--- config.mk ---
export PLATFORM = sky130hd
export DESIGN_NAME = arb_mux
export DESIGN_NICKNAME = d
export VERILOG_FILES = /design/src/rtl/arb_mux.sv
export SDC_FILE = /design/constraint.sdc
export NUM_CORES = 1
export LEC_CHECK = 0
export BUFFER_PORTS_ARGS = -buffer_cell sky130_fd_sc_hd__buf_2
export CAP_MARGIN = 25
export CORE_AREA = 4 4 44 46
export DETAILED_ROUTE_END_ITERATION = 16
export DIE_AREA = 0 0 48 50
export GPL_TIMING_DRIVEN = 1
export PLACE_DENSITY_LB_ADDON = 0.08
export SLEW_MARGIN = 0
export SYNTH_ARGS = -nofsm -noshare
export SYNTH_HDL_FRONTEND = slang
export SYNTH_SLANG_ARGS = --single-unit
export TNS_END_PERCENT = 1
--- constraint.sdc ---
create_clock -name clk -period 1.7 [get_ports clk]
set_clock_uncertainty 0.2 [all_clocks]
set_input_delay 0.085 -clock clk [delete_from_list [all_inputs] [get_ports clk]]
set_output_delay 0.085 -clock clk [all_outputs]
set_load 0.02 [all_outputs]
--- src/rtl/arb_mux.sv ---
// N-to-1 channel mux with sel-driven or round-robin choice feeding a registered output stage.
// Latency: 1 cycle from input transfer to out_valid.
// Backpressure: a channel is accepted only when the output slot is empty or draining, and never while flush is high.
module arb_mux #(
    parameter int WIDTH = 5,
    parameter int N     = 4,
    parameter int MODE  = 0,
    localparam int SW   = ($clog2(N) > 1) ? $clog2(N) : 1
) (
    input  logic                 clk,
    input  logic                 rst_n,
    input  logic [N*WIDTH-1:0]   in_data,
    input  logic [N-1:0]         in_valid,
    output logic [N-1:0]         in_ready,
    input  logic [SW-1:0]        sel,
    input  logic                 flush,
    output logic [WIDTH-1:0]     out_data,
    output logic                 out_valid,
    input  logic                 out_ready,
    output logic [SW-1:0]        grant
);

    logic          load_en;
    logic          accept;
    logic          sel_ok;
    logic          win_vld;
    logic [SW-1:0] win_idx;
    logic [SW-1:0] ptr;
    logic [SW-1:0] ptr_nxt;
    logic [SW-1:0] cidx;
    logic          xfer;

    assign load_en = !out_valid || out_ready;
    // rst_n gates acceptance so nothing is offered upstream while the stage is held in reset
    assign accept  = load_en && !flush && rst_n;
    assign sel_ok  = (32'(sel) < N);

    always_comb begin
        win_vld = 1'b0;
        win_idx = '0;
        for (int k = 0; k < N; k++) begin
            int            ii;
            logic [SW-1:0] idx;
            ii = int'(ptr) + k;
            if (ii >= N) ii = ii - N;
            idx = SW'(ii);
            if (!win_vld && in_valid[idx]) begin
                win_vld = 1'b1;
                win_idx = idx;
            end
        end
    end

    always_comb begin
        in_ready = '0;
        cidx     = '0;
        if (MODE == 1) begin
            cidx = win_idx;
            if (win_vld) in_ready[win_idx] = accept;
        end else begin
            cidx = sel;
            if (sel_ok) in_ready[sel] = accept;
        end
    end

    assign xfer = |(in_valid & in_ready);

    always_comb begin
        if (int'(win_idx) + 1 >= N) ptr_nxt = '0;
        else                        ptr_nxt = win_idx + SW'(1);
    end

    always_ff @(posedge clk or negedge rst_n) begin
        if (!rst_n) begin
            out_valid <= 1'b0;
            out_data  <= '0;
            grant     <= '0;
            ptr       <= '0;
        end else begin
            if (flush) begin
                out_valid <= 1'b0;
            end else if (xfer) begin
                out_valid <= 1'b1;
                out_data  <= in_data[int'(cidx)*WIDTH +: WIDTH];
                grant     <= cidx;
                if (MODE == 1) ptr <= ptr_nxt;
            end else if (out_ready) begin
                out_valid <= 1'b0;
            end
        end
    end

endmodule

==> impl_metrics.tcl <==
set metrics [dict create \
    power_frac_seq_pct 36.7 \
    crit_required_ps 1700 \
    crit_type "in2reg" \
    min_period_ps 1640 \
    p_total_uw 677 \
    critPathLaunch "rst_n" \
    dp_hpwl_um 1350 \
    syn_area_um2 591 \
    num_rows 14 \
    initial_core_util_pct 39.2 \
    yosysWarnings 0 \
    chipWidth_um 48 \
    ir_drop_uv 414 \
    p_sw_share_pct 34.1 \
    drive_gt1_share_pct 45.2 \
    ys_ff_latch 8 \
    antenna_found_initial 0 \
    r2r_start "out_valid$_DFFE_PN0P_" \
    clock_path_buffers 2 \
    globalRouteOverflowTotal 0 \
    setup_viol 0 \
    ant_nets 0 \
    switchingPower_uw 230 \
    syn-num-nets 93 \
    internal-power_uw 446 \
    cts_buffers 3 \
    dieArea_um2 2400 \
    worstSetupEndpointType "flip-flop" \
    grt_max_degree 11 \
    core_area_um2 1510 \
    die-height_um 50 \
    clk_pin_slew_ps 60 \
    hold_class "in2reg" \
    final_common_cell "buf_2" \
    fin_nets 158 \
    diodes 0 \
    area_growth_pct 76.5 \
    cts_tree "yes" \
    synth_cells 63 \
    fmax_mhz 611 \
    place_inst 119 \
    synth-seq-area-share_pct 33.9 \
    power_leakage_uw 0.000544 \
    finalHoldViolations 0 \
    status "finished, final reports clean" \
    multi_input_area_um2 369 \
    synth.distinct_cells 22 \
    slew_violations 0 \
    cts-root-buf "clkbuf_4" \
    combPwrFrac_pct 40.4 \
    most-common-layout-cells "buf_2 (41), dlygate4sd3_1 (20), mux2i_1 (9), dfrtp_1 (8), nor2_1 (7)" \
    relSlewSlack_pct 78.6 \
    wl_per_cell_um 13.2 \
    worstPathMaxFanout 4 \
    hp-start "in_data[7]" \
    cap_violations 0 \
    final_cells 142 \
    crit_arrival_ps 1630 \
    period_share_pct 96.2 \
    cp-start-kind "input port" \
    grt_pass1_wl_um 2920 \
    place.gp.congestion 0.733 \
    grt_pass1_vias 713 \
    power_frac_clock_pct 23.0 \
    final-seq-area_um2 200 \
    cts.sinks 8 \
    ios 42 \
    first_pass_iters 2 \
    drt-vias-per-instance 5.09 \
    io_buffers 41 \
    vias 723 \
    postRouteWirelength_um 1880 \
    timing.hold.ws_ps 5.92 \
    fillCellCount 133 \
    worst_pin_slew_ps 312 \
    drtIter0Drc 10 \
    h-tree-depth 1 \
    power.density_nw_per_um2 649 \
    clk_latency_ps 260 \
    gr-usage-all-layers_pct 17.0 \
    syn_area_per_cell_um2 9.37 \
    drc 0 \
]
## worst max-delay path: stages
cell and delay [ps]:
dlygate4sd3_1 520, buf_2 120, nand2b_1 100, or3_1 430, nor2_2 190, a221o_1 190
## what timing repair did
item                       CTS  global route
gates resized for setup      0             3
hold endpoints to repair    14             2
setup endpoints to repair    0             7
buffers inserted             0             0
hold buffers                18             2
## final cells by class
class,count,share of cell area (%)
multi-input combinational,50,35.4
inverter,2,0.960
sequential,8,19.2
timing repair buffer,63,40.3
tap,16,1.92
clock buffer,3,2.16
## path summary, 6_finish.rpt
check	to	slack [ps]	cells past startpoint
max	out_data[1]$_DFFE_PN0P_	60	6
max in group asynchronous	out_data[2]$_DFFE_PN0P_	1070	3
min	out_data[2]$_DFFE_PN0P_	6	4
min in group asynchronous	grant[1]$_DFFE_PN0P_	90	3
max reg2reg	out_data[1]$_DFFE_PN0P_	80	4
min reg2reg	out_data[3]$_DFFE_PN0P_	320	1
## Yosys cell counts
cell type,number,area (µm²)
buf_6,1,11.3
buf_2,1,5.00
a221o_1,5,50.1
nand2_1,4,15.0
nor2b_1,1,6.26
mux2i_1,9,90.1
nor2_2,1,6.26
o21ai_1,1,5.00
inv_4,1,6.26
a21oi_1,4,20.0
or4_4,1,11.3
mux2_2,5,56.3
o21ai_0,1,5.00
dfrtp_1,8,200
or3_1,1,6.26
nand2b_1,3,18.8
buf_4,1,7.51
nor3_1,4,20.0
nor2_1,7,26.3
inv_1,1,3.75
o21ba_2,1,10.0
nand3_1,2,10.0
## cells by family after synthesis
| family | count (synthesis) | share of synthesized area [%] |
|---|---|---|
| simple gates | 24 | 20.3 |
| flops | 8 | 33.9 |
| compound gates | 12 | 15.3 |
| mux | 14 | 24.8 |
| buf+inv | 5 | 5.72 |
## power groups by stage
stage / registers, µW / logic, µW / clock network [µW]
after floorplan: 290 / 101 / 0
after global placement: 248 / 231 / 0
after detailed placement: 250 / 236 / 0
after CTS: 248 / 268 / 160
after global routing: 252 / 297 / 178
final: 248 / 273 / 155
## through the flow
stage	setup WS [ps]	instance area, µm²	TNS [ps]	util [%]
2_1_floorplan	81.6	591	0	-
3_3_place_gp	125	807	0	53.6
3_5_place_dp	94.0	807	0	53.6
4_1_cts	16.5	1010	0	67.0
5_1_grt	-5.93	1040	-7.02	69.2
6_report	64.5	1040	0	69.2
## routing by layer
layer | wire [µm] | global-route usage (%) | up-vias | part of all wire [%]
met2 | 940 | 26.9 | 27 | 50
met5 | 0 | 0 | - | 0
met1 | 782 | 21.1 | 333 | 42
met3 | 134 | 4.36 | 2 | 7.1
met4 | 21 | 6.73 | 0 | 1.1
li1 | - | - | 361 | -
## flip-flops by register name, summed over array words and instances, names as in the netlist
register / cells
out_data: 5
grant: 2
out_valid: 1
No activity file was read; power rests on OpenSTA's default activity.
